===== src/rtl/piso_shreg.sv =====
// -----------------------------------------------------------------------------
// piso_shreg - parallel-in / serial-out shift register
//
// Captures a WIDTH-bit word on a valid/ready handshake, then shifts it out
// LSB first, one bit per en_i tick. An optional even-parity bit can follow
// the data bits.
//
// Build option:
//   PISO_PARITY_EN  when defined, a PARITY state follows SHIFT and WIDTH+1
//                   serial bits are sent per word; when undefined, WIDTH
//                   bits are sent and no parity logic exists.
//
// Parameters:
//   WIDTH        data word width in bits (2..16)
//
// Ports:
//   clk_i        in   clock, rising edge
//   rst_ni       in   asynchronous active-low reset
//   data_i       in   parallel word to serialise
//   valid_i      in   data_i valid
//   ready_o      out  block can accept a word (IDLE)
//   en_i         in   shift tick, advances the serial stream by one bit
//   ser_o        out  serial data
//   ser_valid_o  out  ser_o carries a valid bit
//   done_o       out  one-cycle pulse after the last serial bit is consumed
// -----------------------------------------------------------------------------
module piso_shreg #(
    parameter int WIDTH = 8
) (
    input  logic             clk_i,
    input  logic             rst_ni,
    input  logic [WIDTH-1:0] data_i,
    input  logic             valid_i,
    output logic             ready_o,
    input  logic             en_i,
    output logic             ser_o,
    output logic             ser_valid_o,
    output logic             done_o
);

    localparam int CNT_W = $clog2(WIDTH);
    localparam logic [CNT_W-1:0] CNT_ZERO = CNT_W'(0);
    localparam logic [CNT_W-1:0] CNT_ONE  = CNT_W'(1);
    localparam logic [CNT_W-1:0] CNT_LAST = CNT_W'(WIDTH - 1);

    typedef enum logic [1:0] {
        ST_IDLE   = 2'd0,
        ST_SHIFT  = 2'd1,
        ST_PARITY = 2'd2
    } state_t;

`ifdef PISO_PARITY_EN
    // Even parity of a word (XOR reduction).
    function automatic logic parity_even(input logic [WIDTH-1:0] word);
        parity_even = ^word;
    endfunction
`endif

    // Serial merge cell: 2:1 mux gated by an active qualifier.
    function automatic logic mux2_ands(input logic i0, input logic i1,
                                       input logic sel, input logic act);
        mux2_ands = (sel ? i1 : i0) & act;
    endfunction

    state_t             state_r, state_s;
    logic [WIDTH-1:0]   shreg_r, shreg_s;
    logic [CNT_W-1:0]   cnt_r, cnt_s;
    logic               done_r, done_s;
    logic               active_s;
    logic               in_parity_s;
    logic               par_bit_s;

`ifdef PISO_PARITY_EN
    logic               parity_r, parity_s;
`endif

    // State, datapath and done pulse registers.
    always_ff @(posedge clk_i or negedge rst_ni) begin
        if (!rst_ni) begin
            state_r  <= ST_IDLE;
            shreg_r  <= {WIDTH{1'b0}};
            cnt_r    <= CNT_ZERO;
            done_r   <= 1'b0;
`ifdef PISO_PARITY_EN
            parity_r <= 1'b0;
`endif
        end else begin
            state_r  <= state_s;
            shreg_r  <= shreg_s;
            cnt_r    <= cnt_s;
            done_r   <= done_s;
`ifdef PISO_PARITY_EN
            parity_r <= parity_s;
`endif
        end
    end

    // Next-state and datapath update.
    always_comb begin
        state_s  = state_r;
        shreg_s  = shreg_r;
        cnt_s    = cnt_r;
        done_s   = 1'b0;
`ifdef PISO_PARITY_EN
        parity_s = parity_r;
`endif
        case (state_r)
            ST_IDLE: begin
                // en_i is ignored here, so a simultaneous capture always wins.
                if (valid_i) begin
                    shreg_s  = data_i;
                    cnt_s    = CNT_ZERO;
                    state_s  = ST_SHIFT;
`ifdef PISO_PARITY_EN
                    parity_s = parity_even(data_i);
`endif
                end else begin
                    state_s = ST_IDLE;
                end
            end
            ST_SHIFT: begin
                if (en_i) begin
                    shreg_s = {1'b0, shreg_r[WIDTH-1:1]};
                    cnt_s   = cnt_r + CNT_ONE;
                    if (cnt_r == CNT_LAST) begin
`ifdef PISO_PARITY_EN
                        state_s = ST_PARITY;
`else
                        state_s = ST_IDLE;
                        done_s  = 1'b1;
`endif
                    end else begin
                        state_s = ST_SHIFT;
                    end
                end else begin
                    state_s = ST_SHIFT;
                end
            end
            ST_PARITY: begin
`ifdef PISO_PARITY_EN
                if (en_i) begin
                    state_s = ST_IDLE;
                    done_s  = 1'b1;
                end else begin
                    state_s = ST_PARITY;
                end
`else
                state_s = ST_IDLE;
`endif
            end
            default: begin
                state_s = ST_IDLE;
            end
        endcase
    end

    // Output decode straight from state flops; no input-to-output paths.
    assign active_s = (state_r == ST_SHIFT) || (state_r == ST_PARITY);

`ifdef PISO_PARITY_EN
    assign in_parity_s = (state_r == ST_PARITY);
    assign par_bit_s   = parity_r;
`else
    assign in_parity_s = 1'b0;
    assign par_bit_s   = 1'b0;
`endif

    assign ready_o     = (state_r == ST_IDLE);
    assign ser_valid_o = active_s;
    assign ser_o       = mux2_ands(shreg_r[0], par_bit_s, in_parity_s, active_s);
    assign done_o      = done_r;

endmodule

===== config.mk =====
export PLATFORM = sky130hd
export DESIGN_NAME = piso_shreg
export DESIGN_NICKNAME = d
export VERILOG_FILES = /design/src/rtl/piso_shreg.sv
export SDC_FILE = /design/constraint.sdc
export NUM_CORES = 1
export LEC_CHECK = 0
export CAP_MARGIN = 20
export CORE_UTILIZATION = 50
export DETAILED_ROUTE_END_ITERATION = 12
export PLACE_DENSITY = 0.88
export SYNTH_ARGS = -nofsm -noshare
export SYNTH_HDL_FRONTEND = slang
export SYNTH_SLANG_ARGS = --single-unit
export TNS_END_PERCENT = 20

===== constraint.sdc =====
create_clock -name clk_i -period 3.6 [get_ports clk_i]
set_clock_uncertainty 0.1 [all_clocks]
set_input_delay 0.72 -clock clk_i [delete_from_list [all_inputs] [get_ports clk_i]]
set_output_delay 0.72 -clock clk_i [all_outputs]
set_load 0.03 [all_outputs]

==> impl_metrics.tcl, run 1 <==
set metrics [dict create \
    cts_setup_buffers 0 \
    dominant_combinational_cell_family_by_area_after_synthesis "multiplexers" \
    diodes 0 \
    worstHoldStart "shreg_r[1]" \
    arrival_ns 1.87 \
    reg2reg_setup_slack_ns 2.20 \
    crit_path_cell_trace "and2_1, clkdlybuf4s50_1" \
    cts-hold-fix-buffers 0 \
    power_frac_comb_pct 37.3 \
    p_sw_share_pct 34.59 \
    cp_top_family "flip-flops" \
    design.die.area_um2 1565 \
    setup_repair_after_global_routing_missed_its_margin "false" \
    yosys-mux-area-fraction_pct 31.21 \
    path_clk_slew_ns 0.07 \
    worstPathRequired_ns 2.78 \
    synthTopCellsByArea "dfrtp_1 46%, mux2i_1 31%, ha_1 3.5%" \
    synth-xor-area-share_pct 1.241 \
    final_cell_mix "22 x mux2i_1, 15 x clkdlybuf4s50_1, 13 x dfrtp_1" \
    dp_hpwl_um 763.5 \
    clockPowerShare_pct 15.6 \
    total_number_of_yosys_warnings 0 \
    timing.rr.end "shreg_r[1]" \
    share_of_cells_above_drive_strength_1_pct 5.714 \
    synth_cell_types 17 \
    htree_num_levels 1 \
    clk-insertion-delay-late_ns 0.27 \
    core_region_area_um2 1301 \
    crit-reg2reg-launch "state_r[0]" \
    bufs_on_longest_clock_path 2 \
    critPathCaptureType "output pin" \
    max_clock_freq_mhz 372.2 \
    synth-compound-area-share_pct 5.674 \
    drt-total-wl_um 989 \
    seq_power_share_pct 47.2 \
    post_synthesis_sequential_element_count 13 \
    capture_endpoint_of_the_worst_hold_path "shreg_r[1]" \
    layout.cells.most_common "mux2i_1" \
    vias_per_cell 5.388 \
    ctsRootBufferMaster "clkbuf_4" \
    outcome "complete, no violations" \
    grt_antenna_before_repair 0 \
    top_level_ports 16 \
    synth_fa_ha_area_share_pct 3.546 \
    tightest_slew_ns 0.5917 \
    ys_seq_area_share_pct 46.10 \
    maxCapViolCount 0 \
    area_delta_synth_final_pct 22.34 \
    cts_inserted_buffers 3 \
    largest_net_degree_at_the_start_of_global_routing 18 \
    post_synth_and_or_nand_nor_area_fraction_pct 6.383 \
    start_kind "flop" \
    detail_route.wl_per_cell_um 11.64 \
    postSynthCellCount 55 \
    number_of_buffer_and_inverter_stages_on_the_critical_path 1 \
    io_buffer_count 15 \
    ff2ff_path_depth 2 \
    cell_internal_pwr_w 0.0003654 \
    power.total_w 0.0005587 \
    global_route_wire_length_before_repair_mm 1.511 \
    floorplan.rows 13 \
    worstHoldPathType "reg2reg" \
    die_height_um 39.57 \
    timing_worst_setup_path_type "reg2out" \
    grt_pass1_vias 354 \
    drt_iter0_drc 2 \
    cts_tree "built" \
    drc_errors 0 \
    p_sw_w 0.0001933 \
    groute.usage.overall_pct 15.48 \
    period_share_pct 74.62 \
    finalHoldViolations 0 \
    layout.filler_cells 102 \
    final_period_minus_worst_setup_slack_ns 2.686 \
    finalSetupTns_ns 0 \
    drtAntennaViolNets 0 \
    post-synth-top-area-cell "dfrtp_1" \
    finish.net_count 85 \
    drt_pre_antenna_iters 2 \
    grt_overflow 0 \
    synth_area_per_cell_um2 12.83 \
    hold_depth 1 \
    critical_path.max_stage_delay_ns 0.73 \
    finalWeightedCongestion 0.7054 \
    clock_sink_count 13 \
    cts-resized-gates 0 \
    power-per-cell-area_nw_per_um2 647.1 \
    relSlewSlack_pct 60.43 \
    finalSetupViolCount 0 \
    power.ir.vdd_worst_mv 0.3700 \
    synthesis.area_um2 705.7 \
    initial_utilization_pct 54.23 \
    power.static_leakage_nw 0.4658 \
    die_x_um 39.57 \
    slew_viol_final 0 \
    synthDominantCellAreaShare_pct 46.10 \
    number_of_nets_in_the_synthesized_netlist 69 \
    timing.critical_path.fanout_max 17 \
    num_vias 458 \
    critPathSlowestCell "dfrtp_1" \
]
layout make-up:
type	instances	area (um2)	share of cell area [%]
Clock buffer	4	26.28	3.043
Inverter	1	3.754	0.4348
Multi-Input combinational cell	37	339.1	39.28
Sequential cell	13	325.3	37.68
Tap cell	15	18.77	2.174
Timing Repair Buffer	15	150.1	17.39
synthesized netlist by cell type:
cell type  instances
a211o_1            1
nor2_2             1
nand3b_1           1
and3_1             2
and2_1             1
mux2i_1           22
dfrtp_1           13
and3b_1            1
xor2_1             1
buf_4              2
ha_1               2
a22o_1             1
buf_6              2
o2bb2ai_1          2
o21ai_1            1
nor2_1             1
inv_1              1
power groups by stage:
stage,clock network (W),registers [W],logic [W]
floorplan,0,0.000251,0.000166
global placement,0,0.000265,0.000206
detailed placement,0,0.000268,0.000213
CTS,0.0000892,0.000265,0.000213
global route,0.0000947,0.000274,0.000236
finish,0.0000869,0.000264,0.000208
worst max path at each step:
stage | from | cells past startpoint | to
after global routing | state_r[0] | 2 | ser_o
after detailed placement | state_r[0] | 2 | ser_o
after CTS | state_r[0] | 2 | ser_o
final | state_r[0] | 2 | ser_o
after floorplan | state_r[0] | 3 | ser_o
after global placement | state_r[0] | 2 | ser_o
worst reg2reg max path, cell delays in order (launching register included):
cell	delay, ns
dfrtp_1	0.73
and3b_1	0.25
a211o_1	0.22
cells by family after synthesis:
group / Yosys count
flip-flops: 13
buffers and inverters: 5
XOR/XNOR: 1
multiplexers: 22
AND/OR/NAND/NOR: 7
adder cells (fa/ha/maj): 2
AO/OA/AOI/OAI: 5
through the flow:
| stage | utilization [%] | hold WS, ns | instance area (um2) | instances | setup WS (ns) |
|---|---|---|---|---|---|
| after floorplan | - | 0.3244 | 705.7 | 55 | 1.611 |
| after global placement | 64.33 | 0.3752 | 837.1 | 81 | 1.208 |
| after detailed placement | 64.33 | 0.3812 | 837.1 | 81 | 1.189 |
| after CTS | 66.35 | 0.3984 | 863.3 | 85 | 0.8940 |
| after global routing | 66.35 | 0.4174 | 863.3 | 85 | 0.8126 |
| final | 66.35 | 0.3940 | 863.3 | 85 | 0.9136 |
state kept, by name (all words and copies together) (netlist names):
register,flops
state_r,1
done_o,1
shreg_r,8
cnt_r,3
layer usage:
layer  track usage, %  up-vias  routed length [um]
li1                 -      232                   -
met1            20.66      214                 472
met2            23.36       10                 455
met3            3.409        2                  42
met4            7.759        0                  19
met5                0        -                   0
Note: power is estimated with default switching activity, not from simulation.
==> run 2: changes to the inputs <==
--- a/config.mk
+++ b/config.mk
@@ -6,9 +6,9 @@
 export NUM_CORES = 1
 export LEC_CHECK = 0
 export CAP_MARGIN = 20
-export CORE_UTILIZATION = 50
+export CORE_UTILIZATION = 43
 export DETAILED_ROUTE_END_ITERATION = 12
-export PLACE_DENSITY = 0.88
+export PLACE_DENSITY = 0.81
 export SYNTH_ARGS = -nofsm -noshare
 export SYNTH_HDL_FRONTEND = slang
 export SYNTH_SLANG_ARGS = --single-unit
==> constraint.sdc (replaced) <==
create_clock -name clk_i -period 2.4 [get_ports clk_i]
set_clock_uncertainty 0.1 [all_clocks]
set_input_delay 0.48 -clock clk_i [delete_from_list [all_inputs] [get_ports clk_i]]
set_output_delay 0.48 -clock clk_i [all_outputs]
set_load 0.03 [all_outputs]
==> run 2 against run 1 <==
Against the previous run: sequential power rose by 47%; global-route usage up 0.45 points; register-to-register slack got worse by 1.2 ns; worst hold slack better by 0.0052 ns; via count up 3.9%; sequential share of layout area decreased by 1.0 points; worst setup slack worse by 0.79 ns; clock power up 55%.
==> impl_metrics.tcl, run 2 (synthesis gave the netlist of run 1 again) <==
set metrics [dict create \
    critical_path.max_stage_delay_ns 0.66 \
    largest_net_degree_at_the_start_of_global_routing 14 \
    drt_pre_antenna_iters 2 \
    detail_route.wl_per_cell_um 13.63 \
    share_of_cells_above_drive_strength_1_pct 9.589 \
    p_sw_share_pct 35.73 \
    cp-startpoint "state_r[0]" \
    period_share_pct 94.84 \
    cts_setup_buffers 0 \
    power_frac_comb_pct 39.6 \
    cts-hold-fix-buffers 0 \
    pre_cts_slack_ns 0.4028 \
    worstPathRequired_ns 1.82 \
    seq_power_share_pct 44.8 \
    groute.usage.overall_pct 15.93 \
    capture_endpoint_of_the_worst_hold_path "shreg_r[1]" \
    start_kind "flop" \
    outcome "complete, no violations" \
    cts_tree "built" \
    hold_depth 1 \
    core_region_area_um2 1524 \
    maxCapViolCount 0 \
    power-per-cell-area_nw_per_um2 977.1 \
    initial_utilization_pct 46.31 \
    crit-reg2reg-launch "state_r[0]" \
    grt_antenna_before_repair 0 \
    cell_internal_pwr_w 0.0005571 \
    grt_overflow 0 \
    cts-resized-gates 0 \
    reg2reg_setup_slack_ns 0.96 \
    critPathCaptureType "output pin" \
    worstHoldStart "shreg_r[1]" \
    flip_flop_count_of_the_largest_register_all_copies_and_words_added 8 \
    power.static_leakage_nw 0.4796 \
    grt_pass1_vias 515 \
    finalSetupTns_ns 0 \
    drtAntennaViolNets 0 \
    final_period_minus_worst_setup_slack_ns 2.276 \
    vias_per_cell 5.348 \
    area_delta_synth_final_pct 25.71 \
    critPathSlowestCell "clkdlybuf4s50_1" \
    tightest_slew_ns 0.5648 \
    finalHoldViolations 0 \
    layout.cells.most_common "mux2i_1" \
    final_cell_mix "22 x mux2i_1, 15 x clkdlybuf4s50_1, 13 x dfrtp_1" \
    layout.filler_cells 126 \
    final_design_area_no_fill_um2 887.1 \
    floorplan.rows 14 \
    clk-insertion-delay-late_ns 0.27 \
    top_level_ports 16 \
    worstHoldPathType "reg2reg" \
    finalWeightedCongestion 0.7530 \
    global_route_wire_length_before_repair_mm 2.166 \
    die_height_um 42.51 \
    max_clock_freq_mhz 439.3 \
    cts_inserted_buffers 3 \
    timing_worst_setup_path_type "reg2out" \
    clock_sink_count 13 \
    design.die.area_um2 1807 \
    cp_top_family "buffers and inverters" \
    largest_registers "shreg_r (8), cnt_r (3)" \
    timing.critical_path.fanout_max 11 \
    arrival_ns 1.70 \
    layout_setup_ws_ns 0.1238 \
    diodes 0 \
    ctsRootBufferMaster "clkbuf_4" \
    clockPowerShare_pct 15.6 \
    finalSetupViolCount 0 \
    timing.rr.end "shreg_r[1]" \
    number_of_buffer_and_inverter_stages_on_the_critical_path 1 \
    bufs_on_longest_clock_path 2 \
    slew_viol_final 0 \
    die_x_um 42.51 \
    detailed_place.area_um2 860.8 \
    path_clk_slew_ns 0.08 \
    p_sw_w 0.0003097 \
    num_vias 476 \
    relSlewSlack_pct 62.23 \
    power.ir.vdd_worst_mv 0.5705 \
    drt_iter0_drc 3 \
    finish.net_count 88 \
    drc_errors 0 \
    htree_num_levels 1 \
    setup_repair_after_global_routing_missed_its_margin "false" \
    dp_hpwl_um 902.6 \
    ff2ff_path_depth 3 \
    crit_path_cell_trace "and2_1, clkdlybuf4s50_1" \
    largest_register "shreg_r" \
    io_buffer_count 15 \
    drt-total-wl_mm 1.213 \
]
==> run 2: cell types whose count changed in the layout (fill, tap and decap cells not counted) <==
cell   before  now
buf_4       0    3
==> run 2: worst max path at each step <==
stage | slack, ns | end | depth (start not counted)
4_1_cts | 0.12 | ser_o | 2
3_3_place_gp | 0.43 | ser_o | 2
3_5_place_dp | 0.40 | shreg_r[4] | 4
2_1_floorplan | 0.65 | ser_o | 3
6_report | 0.12 | ser_o | 2
5_1_grt | 0.06 | ser_o | 2
==> run 2: worst register-to-register path, cell delays in order (launching register included) <==
cell and delay [ns]:
dfrtp_1 0.58, buf_4 0.25, and3b_1 0.18, a211o_1 0.22
==> run 2: final cells by class <==
type	instances	area, um2	share of cell area [%]
Sequential cell	13	325.3	36.67
Timing Repair Buffer	18	172.7	19.46
Inverter	1	3.754	0.4231
Tap cell	16	20.02	2.257
Clock buffer	4	26.28	2.962
Multi-Input combinational cell	37	339.1	38.22
==> run 2: stage by stage <==
step	power (W)	util [%]	hold slack, ns	std cells
2_1_floorplan	0.0006260	-	0.08441	55
3_3_place_gp	0.0007198	56.49	0.3754	85
3_5_place_dp	0.0007375	56.49	0.3888	85
4_1_cts	0.0008770	58.21	0.4077	89
5_1_grt	0.0009308	58.21	0.4415	89
6_report	0.0008668	58.21	0.3992	89
==> run 2: layer usage <==
metal	up-vias	share of wire, %	track usage [%]
met2	9	44	24.92
met4	0	1.4	7.500
met3	2	3.5	3.879
li1	237	-	-
met1	228	51	20.60
met5	-	0	0
==> run 2: power groups by stage <==
stage | clock network, W | registers [W] | logic (W)
after CTS | 0.000141 | 0.000387 | 0.000350
after detailed placement | 0 | 0.000393 | 0.000344
after global routing | 0.000149 | 0.000400 | 0.000382
after global placement | 0 | 0.000388 | 0.000332
final | 0.000135 | 0.000389 | 0.000343
after floorplan | 0 | 0.000377 | 0.000249
==> run 3: changes to the inputs <==
--- a/config.mk
+++ b/config.mk
@@ -8,7 +8,7 @@
 export CAP_MARGIN = 20
 export CORE_UTILIZATION = 43
 export DETAILED_ROUTE_END_ITERATION = 12
-export PLACE_DENSITY = 0.81
+export PLACE_DENSITY = 0.73
 export SYNTH_ARGS = -nofsm -noshare
 export SYNTH_HDL_FRONTEND = slang
 export SYNTH_SLANG_ARGS = --single-unit
==> run 3 against run 2 <==
Against the previous run: register-to-register slack hardly changed; critical endpoint unchanged; via count increased by 0.84%; largest power group unchanged; clock power shrank 3%; routed wire length grew 5.5%; combinational power is essentially flat.
==> impl_metrics.tcl, run 3 (synthesis gave the netlist of run 1 again) <==
set metrics [dict create \
    outcome "complete, no violations" \
    groute.usage.overall_pct 17.22 \
    drc_errors 0 \
    bufs_on_longest_clock_path 2 \
    htree_num_levels 1 \
    setup_repair_after_global_routing_missed_its_margin "false" \
    period_share_pct 94.30 \
    detail_route.wl_per_cell_um 14.38 \
    diodes 0 \
    power.ir.vdd_worst_mv 0.5094 \
    dp_hpwl_um 937.8 \
    initial_utilization_pct 46.31 \
    critPathCaptureType "output pin" \
    core_region_area_um2 1524 \
    area_delta_synth_final_pct 25.71 \
    die_x_um 42.51 \
    final_cell_mix "22 x mux2i_1, 15 x clkdlybuf4s50_1, 13 x dfrtp_1" \
    flip_flop_count_of_the_largest_register_all_copies_and_words_added 8 \
    tightest_slew_ns 0.5760 \
    num_vias 480 \
    maxCapViolCount 0 \
    start_kind "flop" \
    design.die.area_um2 1807 \
    drt_pre_antenna_iters 4 \
    floorplan.rows 14 \
    grt_pass1_vias 509 \
    finalHoldViolations 0 \
    grt_overflow 0 \
    worstHoldStart "shreg_r[1]" \
    stdcell_count 89 \
    share_of_cells_above_drive_strength_1_pct 9.589 \
    final_period_minus_worst_setup_slack_ns 2.263 \
    cp-startpoint "state_r[0]" \
    drt-total-wl_mm 1.280 \
    cts_tree "built" \
    worstPathRequired_ns 1.82 \
    cts-hold-fix-buffers 0 \
    path_clk_slew_ns 0.08 \
    crit-reg2reg-launch "state_r[0]" \
    clk-insertion-delay-late_ns 0.27 \
    max_clock_freq_mhz 441.9 \
    timing.critical_path.fanout_max 10 \
    layout.filler_cells 147 \
    finalSetupViolCount 0 \
    slew_viol_final 0 \
    cts_inserted_buffers 3 \
    timing_worst_setup_path_type "reg2out" \
    power.static_leakage_nw 0.4796 \
    layout.cells.most_common "mux2i_1" \
    pre_cts_slack_ns 0.4146 \
    relSlewSlack_pct 61.48 \
    worstHoldPathType "reg2reg" \
    cts-resized-gates 0 \
    vias_per_cell 5.393 \
    drt_iter0_drc 2 \
    largest_registers "shreg_r (8), cnt_r (3)" \
    largest_net_degree_at_the_start_of_global_routing 14 \
    layout_setup_ws_ns 0.1368 \
    grt_antenna_before_repair 0 \
    power-per-cell-area_nw_per_um2 974.9 \
    finalSetupTns_ns 0 \
    drtAntennaViolNets 0 \
    finalWeightedCongestion 0.6762 \
    whs_ns 0.4114 \
    clock_sink_count 13 \
    finish.net_count 88 \
    largest_register "shreg_r" \
    cts_setup_buffers 0 \
    global_route_wire_length_before_repair_mm 2.339 \
    io_buffer_count 15 \
    ctsRootBufferMaster "clkbuf_4" \
    arrival_ns 1.68 \
    die_height_um 42.51 \
    top_level_ports 16 \
    dp_cells 85 \
]
-- run 3: worst paths after layout --
kind | to | slack [ns] | depth (start not counted)
worst max-delay path | ser_o | 0.14 | 2
worst min-delay path | shreg_r[1] | 0.41 | 1
worst max register to register | shreg_r[1] | 0.96 | 3
worst min register to register | shreg_r[1] | 0.41 | 1
max in group asynchronous | shreg_r[1] | 1.35 | 1
min in group asynchronous | done_o | 0.48 | 1
-- run 3: metrics by stage --
stage               util (%)  area (um2)  power (W)
floorplan                  -       705.7  0.0006260
global placement       56.49       860.8  0.0007216
detailed placement     56.49       860.8  0.0007401
CTS                    58.21       887.1  0.0008770
global route           58.21       887.1  0.0009453
finish                 58.21       887.1  0.0008649
-- run 3: worst max-delay path, cell delays in order (launching register included) --
cell and delay (ns):
dfrtp_1 0.57, and2_1 0.19, clkdlybuf4s50_1 0.66
-- run 3: final cells by class --
type | count | area [um2] | area share, %
clock buffer | 4 | 26.28 | 2.962
inverter | 1 | 3.754 | 0.4231
timing repair buffer | 18 | 172.7 | 19.46
tap | 16 | 20.02 | 2.257
multi-input combinational | 37 | 339.1 | 38.22
sequential | 13 | 325.3 | 36.67
-- run 3: routing by layer --
layer	vias to the layer above	global-route usage, %	share of wire [%]
met5	-	0	0
met4	0	0	0
met2	13	27.08	47
li1	235	-	-
met1	232	24.31	48
met3	0	6.466	4.8
-- run 3: report_power, final --
group / switching, W / internal [W]
registers: 0.0000804 / 0.000309
clock network: 0.0000665 / 0.0000643
logic: 0.000161 / 0.000184
